**src/rtl/aq_spsram_2048x32_arb.sv**
```systemverilog
// Arbiter/sequencer sharing one single-port SRAM macro between a read (fetch) and a write (refill) requester.
// Latency: grants are combinational, rd_vld follows rd_gnt by one cycle; write priority with read starvation guard.
// Backpressure: requesters hold request and payload until granted; `define AQ_SPSRAM_INIT_EN adds a post-reset array clear.
module aq_spsram_2048x32_arb #(
    parameter int ADDR_WIDTH = 11,
    parameter int DATA_WIDTH = 32,
    parameter int STARVE_MAX = 4
) (
    input  logic                  forever_cpuclk,
    input  logic                  cpurst_b,
    input  logic                  rd_req,
    input  logic [ADDR_WIDTH-1:0] rd_addr,
    output logic                  rd_gnt,
    input  logic                  rd_kill,
    output logic                  rd_vld,
    output logic [DATA_WIDTH-1:0] rd_data,
    input  logic                  wr_req,
    input  logic [ADDR_WIDTH-1:0] wr_addr,
    input  logic [DATA_WIDTH-1:0] wr_data,
    input  logic [DATA_WIDTH-1:0] wr_wen_b,
    output logic                  wr_gnt,
    output logic                  init_done,
    output logic [ADDR_WIDTH-1:0] sram_a,
    output logic                  sram_cen,
    output logic                  sram_gwen,
    output logic [DATA_WIDTH-1:0] sram_wen,
    output logic [DATA_WIDTH-1:0] sram_d,
    input  logic [DATA_WIDTH-1:0] sram_q
);
    localparam logic [3:0] STARVE_LIM = 4'(STARVE_MAX);

    logic [3:0]            starve_cnt;
    logic                  rd_vld_q;
    logic                  gnt_en;
    logic                  starved;
    logic                  init_act;
    logic [ADDR_WIDTH-1:0] init_addr;

`ifdef AQ_SPSRAM_INIT_EN
    typedef enum logic {INIT, DONE} init_state_t;
    init_state_t           state;
    logic [ADDR_WIDTH-1:0] init_cnt;
    logic                  done_q;

    always_ff @(posedge forever_cpuclk or negedge cpurst_b) begin
        if (!cpurst_b) begin
            state    <= INIT;
            init_cnt <= '0;
            done_q   <= 1'b0;
        end else begin
            // init_done lags the DONE transition by one cycle
            done_q <= (state == DONE);
            if (state == INIT) begin
                init_cnt <= init_cnt + 1'b1;
                if (&init_cnt)
                    state <= DONE;
            end
        end
    end

    assign init_done = done_q;
    assign init_act  = cpurst_b & (state == INIT);
    assign init_addr = init_cnt;
`else
    assign init_done = 1'b1;
    assign init_act  = 1'b0;
    assign init_addr = '0;
`endif

    // Reset must drop grants combinationally, not just at the next edge.
    assign gnt_en  = init_done & cpurst_b;
    assign starved = rd_req & (starve_cnt == STARVE_LIM);
    assign wr_gnt  = wr_req & gnt_en & ~starved;
    assign rd_gnt  = rd_req & gnt_en & ~wr_gnt;

    always_ff @(posedge forever_cpuclk or negedge cpurst_b) begin
        if (!cpurst_b) begin
            starve_cnt <= '0;
            rd_vld_q   <= 1'b0;
        end else begin
            rd_vld_q <= rd_gnt;
            if (rd_gnt || !rd_req)
                starve_cnt <= '0;
            else if (wr_gnt && starve_cnt != 4'hF)
                starve_cnt <= starve_cnt + 4'd1;
        end
    end

    assign rd_vld  = rd_vld_q & ~rd_kill;
    assign rd_data = sram_q;

    always_comb begin
        sram_a    = '0;
        sram_cen  = 1'b1;
        sram_gwen = 1'b1;
        sram_wen  = '1;
        sram_d    = '0;
        if (init_act) begin
            sram_a    = init_addr;
            sram_cen  = 1'b0;
            sram_gwen = 1'b0;
            sram_wen  = '0;
        end else if (wr_gnt) begin
            sram_a    = wr_addr;
            sram_cen  = 1'b0;
            sram_gwen = 1'b0;
            sram_wen  = wr_wen_b;
            sram_d    = wr_data;
        end else if (rd_gnt) begin
            sram_a    = rd_addr;
            sram_cen  = 1'b0;
        end
    end
endmodule

```
**config.mk**
```make
export PLATFORM = sky130hd
export DESIGN_NAME = aq_spsram_2048x32_arb
export DESIGN_NICKNAME = d
export VERILOG_FILES = /design/src/rtl/aq_spsram_2048x32_arb.sv
export SDC_FILE = /design/constraint.sdc
export NUM_CORES = 1
export LEC_CHECK = 0
export ABC_AREA = 1
export CAP_MARGIN = 5
export CELL_PAD_IN_SITES_DETAIL_PLACEMENT = 1
export CELL_PAD_IN_SITES_GLOBAL_PLACEMENT = 2
export CORE_MARGIN = 4
export CORE_UTILIZATION = 10
export CTS_BUF_LIST = sky130_fd_sc_hd__clkbuf_2
export CTS_CLUSTER_DIAMETER = 100
export DETAILED_ROUTE_END_ITERATION = 8
export PLACE_DENSITY_LB_ADDON = 0.1
export SETUP_SLACK_MARGIN = 0.5
export SLEW_MARGIN = 0
export SYNTH_ARGS = -nofsm -noshare
export SYNTH_HDL_FRONTEND = slang
export SYNTH_SLANG_ARGS = --single-unit
```
**constraint.sdc**
```tcl
create_clock -name forever_cpuclk -period 2.55 [get_ports forever_cpuclk]
set_clock_uncertainty 0.15 [all_clocks]
set_input_delay 0.6375 -clock forever_cpuclk [delete_from_list [all_inputs] [get_ports forever_cpuclk]]
set_output_delay 0.6375 -clock forever_cpuclk [all_outputs]
set_load 0.02 [all_outputs]
```
Word level (Yosys, flattened, before mapping)

Cells that the tools add are included.

Add/subtract/negate cells: 1
Equal/unequal tests: 2
Multiplexer cells: 9
Bitwise operators: 9
Reductions and logical operators: 4

Operators with widths:

| cell                                                             | count |
|---|---|
| 32-bit 2-to-1 mux                                                | 2 |
| 11-bit 2-to-1 mux                                                | 2 |
| 4-bit 2-to-1 mux                                                 | 2 |
| 1-bit AND                                                        | 6 |
| 4-bit by 1-bit adder with 4-bit output (second input constant)   | 1 |
| 4-bit by 3-bit == test with 1-bit output (second input constant) | 1 |
| 4-bit != test (second input constant)                            | 1 |
| 1-bit 2-to-1 mux                                                 | 3 |
| 1-bit inverter                                                   | 3 |
| 2-bit nonzero test                                               | 1 |
| 1-bit logical AND                                                | 1 |
| 1-bit logical NOT                                                | 1 |
| 1-bit logical OR                                                 | 1 |

Register bits after elaboration: 5
Bits of input ports: 123
Logic and storage cells: 27

Logic depth before layout (Yosys ltp)

Gate-level depths: netlist (run 1).

Depth after elaboration: 8
Mapped depth: 11
Depth with buffers taken out: 10

Worst setup path before layout (run 1)

Ideal clock, no wire load.

Path type: input port to output port
From: in rd_req
To: out sram_d[22]
Data arrival time: 1470 ps
Required time: 1762 ps
Path slack: 292 ps
Stages: 7
Cells stage by stage: nand2_1 -> inv_1 -> nand2_2 -> nand2_4 -> buf_6 -> buf_4 -> nor2_1

Longest elaborated chain between the ends: 4

Ends and longest elaborated chain:

| what              | line | text |
|---|---|---|
| start, declared   | 11   | `input logic rd_req,` |
| 1-bit AND         | 72   | `assign starved = rd_req & (starve_cnt == STARVE_LIM);` |
| 1-bit inverter    | 73   | `assign wr_gnt = wr_req & gnt_en & ~starved;` |
| 1-bit AND         | 73   |  |
| 32-bit 2-to-1 mux | 103  | `end else if (wr_gnt) begin` |
| end, declared     | 27   | `output logic [DATA_WIDTH-1:0] sram_d,` |

No other way between the ends.

Worst setup path after layout (run 1)

From: in wr_req
To: out sram_wen[3]

Longest elaborated chain between the ends: 3

Ends and longest elaborated chain:

| what                    | line | text |
|---|---|---|
| start, declared         | 17   | `input logic wr_req,` |
| 1-bit AND (2 in series) | 73   |  |
| 32-bit 2-to-1 mux       | 103  |  |
| end, declared           | 26   | `output logic [DATA_WIDTH-1:0] sram_wen,` |

No other way between the ends.

==> impl_metrics.ini, run 1 <==
[timing]
fin_crit_sh_pct = 98.58
finalSetupViolCount = 0
hold_violations = 0
fin_ws_ps = 36.22
fmax_mhz = 397.8
layout_min_cycle_time_ps = 2514
final_max_slew_viol_count = 0
rsz0062_at_grt = true

[setup_path]
cp.arrival_ps = 1730
rrSetupSlack_ps = 740
cp-end-kind = output pin
slowest_stage = or2_4
worstSetupPathType = input port to output pin
cp_cell_sequence = clkdlybuf4s15_1 -> nand2_1 -> inv_2 -> nand2_8 -> buf_12 -> buf_16 -> or2_4 -> buf_6
crit_family = buffers and inverters
cp.required_ps = 1760
crit_buf_inv = 5
critPathMaxStageDelay_ps = 220
critPathMaxFanout = 8
worst_setup_path_start_kind = input port

[clock_network]
cts_root_buf = clkbuf_2
cts_sinks = 5
numCtsBuffers = 3
cts_buffer_depth = 2
cts_tree = done
clk_pin_slew_ps = 60
insertion_delay_ps = 220
cts_htree_levels = 1

[synthesis]
netlist_instances = 224
yosys.cell_count.top_type = nand2_1
yosys-top-cells-count = 48 x nand2_1, 42 x inv_1, 36 x buf_4, 36 x nor2_1, 32 x or2_2
synth_edf_count = 0
ys_top_cells_by_area = buf_4 22%, or2_2 16%, nand2_1 15%
synth_top_area_share_pct = 21.88
yosysSeqAreaShare_pct = 10.13
synth_fp_nets = 349
yosys_warnings = 0
async_flop_share_pct = 100.0
ys_ff_latch = 5
yosys_most_used_dff = dfrtp_1
synth_cell_type_count = 18
synth_top_area_cell = buf_4
syn_avg_cell_area_um2 = 5.513
mappedNetlistArea_um2 = 1235

[global_routing]
antenna_found_initial = 0
grt_first_pass_wirelength_mm = 11.17
grt_pass1_vias = 1963
grt_start_max_net_pins = 14
grt_overflow = 0
grt_usage_pct = 9.766

[pwr]
peakVddDrop_uv = 131.0
power_density_nw_per_um2 = 190.9
p_leak_uw = 0.001961

[finish]
fillCellCount = 1388
drive_gt1_share_pct = 60.49
areaGrowthSynthToFinish_pct = 237.0
num-nets-final = 536
final_cell_area_um2 = 4161
antenna-diode-count = 0
multiInputGateArea_um2 = 1146
regArea_um2 = 125.1

[placement]
io_buffer_count = 170
place.gp.congestion = 0.6913
dp_hpwl_mm = 5.935
dp_slack_ps = -741.0
place_area_um2 = 3402

[routing]
firstDrtPassIters = 4
wl_per_cell_um = 13.00
vias = 1950
ant_nets = 0
routed_wl_mm = 7.513
vias_per_cell = 3.374
drc_errors = 0
drt_iter0_markers = 33

[floorplan]
io_pins = 236
rows = 40
dieArea_um2 = 14190
core_area_um2 = 12060
chipHeight_um = 119.1
die_x_um = 119.1
initial_core_util_pct = 10.24

[outcome]
outcome = completed

[run]
maxCapViolCount = 0

[worst_hold_path]
hp-class = input port to async pin
flip-flops by register name (all words and copies together) (netlist names):
register	cells
rd_vld_q	1
starve_cnt	4
area by class of cell:
cell class,instances,share of cell area (%)
Clock buffer,4,0.4811
Inverter,45,4.660
Multi-Input combinational cell,132,27.54
Sequential cell,5,3.007
Tap cell,168,5.051
Timing Repair Buffer,223,59.08
Timing Repair inverter,1,0.1804
metal layers:
| layer | part of all wire (%) | GRT usage [%] | routed length (um) |
|---|---|---|---|
| met1 | 36 | 10.82 | 2673 |
| met2 | 58 | 19.32 | 4379 |
| met3 | 5.7 | 2.042 | 426 |
| met4 | 0.45 | 1.231 | 34 |
| met5 | 0 | 0 | 0 |
cells in the final DEF (no fill, tap or decap), drive strengths merged:
cell,Yosys,routed
buf,39,135
ha,2,2
or2,32,32
clkdlybuf4s50,0,86
clkinvlp,0,1
clkbuf,3,4
nand4,3,3
inv,45,44
a21oi,4,4
clkinv,0,1
dlygate4sd2,0,1
nand3,2,2
nor2,38,38
nand2,50,50
dfrtp,5,5
conb,1,1
clkdlybuf4s15,0,1
cells by family (layout without fill, tap and decap cells):
logic type,Yosys count,count (layout),share of synthesized area (%)
AND/OR/NAND/NOR,125,125,46.50
AO/OA/AOI/OAI,4,4,1.621
adder cells (fa/ha/maj),2,2,2.026
flip-flops,5,5,10.13
other,1,1,0.3037
buffers and inverters,87,273,39.41
worst paths after layout:
check                           cells after the start            end          start
worst max-delay path                                8    sram_wen[3]         wr_req
worst min-delay path                                2  starve_cnt[1]       cpurst_b
worst max register to register                     11  starve_cnt[2]  starve_cnt[0]
worst min register to register                      3  starve_cnt[3]  starve_cnt[3]
max in group asynchronous                           3  starve_cnt[2]       cpurst_b
min in group forever_cpuclk                         3  starve_cnt[3]  starve_cnt[3]
stage by stage:
stage | setup TNS, ps | hold WS, ps | instances | util [%] | total power, uW
after floorplan | 0 | 191.9 | 224 | - | 378.3
after global placement | -51490 | 452.6 | 540 | 28.21 | 589.4
after detailed placement | -51940 | 449.5 | 540 | 28.21 | 590.8
after CTS | 0 | 153.7 | 569 | 32.54 | 768.0
after global routing | -2366 | 124.6 | 578 | 34.50 | 848.7
final | 0 | 158.2 | 578 | 34.50 | 794.3
where the power goes:
group	switching, uW	internal [uW]
sequential	1.10	81.4
clock	34.8	41.6
combinational	261	375
total	297	498
repair_timing:
item,CTS,global route
resized for setup,516,47
setup buffers,19,9
endpoints found under the setup margin,80,79
gates cloned,6,0
hold buffers,0,0
pin swaps,12,12
Note: power is estimated with default switching activity, not from simulation.
==> run 2, diff against run 1 <==
CORE_MARGIN = 5   (was 4)
GPL_ROUTABILITY_DRIVEN = 0   (was unset)
==> impl_metrics.ini, run 2 (synthesis gave the netlist of run 1 again) <==
[outcome]
outcome = completed

[routing]
ant_nets = 0
routed_wl_mm = 7.532
wl_per_cell_um = 13.50
met1Wirelength_mm = 2.628
route.met2.wl_mm = 4.249
highest_layer = met4
wl_met3_um = 563
vias_per_cell = 3.349
firstDrtPassIters = 4
drt_iter0_markers = 41
vias = 1869
drc_errors = 0

[setup_path]
reg2reg_depth = 11
cp.required_ps = 1760
critPathMaxStageDelay_ps = 220
rr_startpoint = starve_cnt[1]
cp_cell_sequence = clkdlybuf4s15_2 -> nand2_2 -> inv_2 -> nand2_8 -> buf_4 -> buf_12 -> or2_4 -> buf_6
cp.arrival_ps = 1740
rrSetupSlack_ps = 840
cp-end-kind = output pin
critPathMaxFanout = 6
r2r_end = starve_cnt[3]
worstSetupPathType = input port to output pin
slowest_stage = or2_4
worst_setup_path_start_kind = input port

[floorplan]
rows = 40
initial_core_util_pct = 10.24
dieArea_um2 = 14670
chipHeight_um = 121.1
io_pins = 236
die_x_um = 121.1
core_area_um2 = 12060

[placement]
io_buffer_count = 170
dp_hpwl_mm = 6.233
dp_slack_ps = -761.7

[timing]
final_max_slew_viol_count = 0
fin_ws_ps = 21.76
fmax_mhz = 395.5
layout_min_cycle_time_ps = 2528
hold_violations = 0
finalSetupViolCount = 0
fin_crit_sh_pct = 99.15
rsz0062_at_grt = true

[worst_hold_path]
hp-class = input port to async pin

[finish]
top_register = starve_cnt
final_cell_mix = 86 x clkdlybuf4s50_1, 72 x buf_6, 38 x inv_1
largest_reg_flops = 4
reg.largest.list = starve_cnt (4), rd_vld_q (1)
drive_gt1_share_pct = 56.67
areaGrowthSynthToFinish_pct = 212.8
antenna-diode-count = 0
final_common_cell = clkdlybuf4s50_1
num-nets-final = 516
final_util_pct = 32.02

[pwr]
peakVddDrop_uv = 140.0
p_leak_uw = 0.001774
power_density_nw_per_um2 = 194.2

[clock_network]
cts_sinks = 5
clk_pin_slew_ps = 70
cts_buffer_depth = 2
cts_root_buf = clkbuf_2
cts_tree = done
cts_htree_levels = 1
cts_hold_buf = 0
numCtsBuffers = 3
insertion_delay_ps = 220

[global_routing]
grt_first_pass_wirelength_mm = 11.29
grt_usage_pct = 9.618
grt_start_max_net_pins = 20
grt_pass1_vias = 2001
grt_overflow = 0
antenna_found_initial = 0

[run]
maxCapViolCount = 0
## run 2: worst max-delay path by stage
stage / from / endpoint / slack, ps
detailed placement: rd_req / sram_a[1] / -760
finish: cpurst_b / sram_wen[1] / 20
CTS: starve_cnt[1] / sram_d[20] / -10
global route: starve_cnt[1] / sram_wen[12] / -70
floorplan: starve_cnt[0] / sram_a[0] / 430
global placement: rd_req / sram_a[1] / -750
## run 2: worst max-delay path: cells and delay by family
family        cells  cell delay [ps]
buf+inv           5              700
simple gates      3              380
## run 2: power by group
group          leakage, uW  switching, uW  internal [uW]
combinational      0.00169            246            340
clock            0.0000166           39.4           41.7
sequential       0.0000685           1.05           81.2
total              0.00177            287            463
## run 2: repair_timing
item,CTS,global route
pin swaps,16,3
resized for setup,523,15
endpoints found under the setup margin,80,79
buffers inserted,8,5
gates cloned,5,0
## run 2: per-stage QoR
step	hold WS, ps	instances	power (uW)	TNS (ps)	cell area, um^2
2_1_floorplan	191.9	224	378.3	0	1625
3_3_place_gp	441.4	536	575.6	-49250	3322
3_5_place_dp	456.4	536	578.3	-50540	3322
4_1_cts	339.0	553	747.9	-13.58	3774
5_1_grt	357.6	558	799.4	-1107	3862
6_report	351.0	558	750.0	0	3862
## run 2: metal layers
layer  global-route usage (%)  vias to the layer above
li1                         -                      933
met1                    10.78                      849
met2                    18.79                       75
met3                    1.865                       12
met4                    1.629                        0
met5                        0                        -
## run 2: area by class of cell
type | count | area [um^2]
timing repair buffer | 203 | 2227
timing repair inverter | 1 | 7.507
fill | 1396 | 8199
clock buffer | 4 | 20.02
inverter | 45 | 186.4
tap | 168 | 210.2
multi-input combinational | 132 | 1086
sequential | 5 | 125.1
==> run 3, diff against run 2 <==
CTS_CLUSTER_SIZE = 24   (was unset)
==> results of run 3 <==
The final DEF is identical to that of run 2; final timing and power are the same.
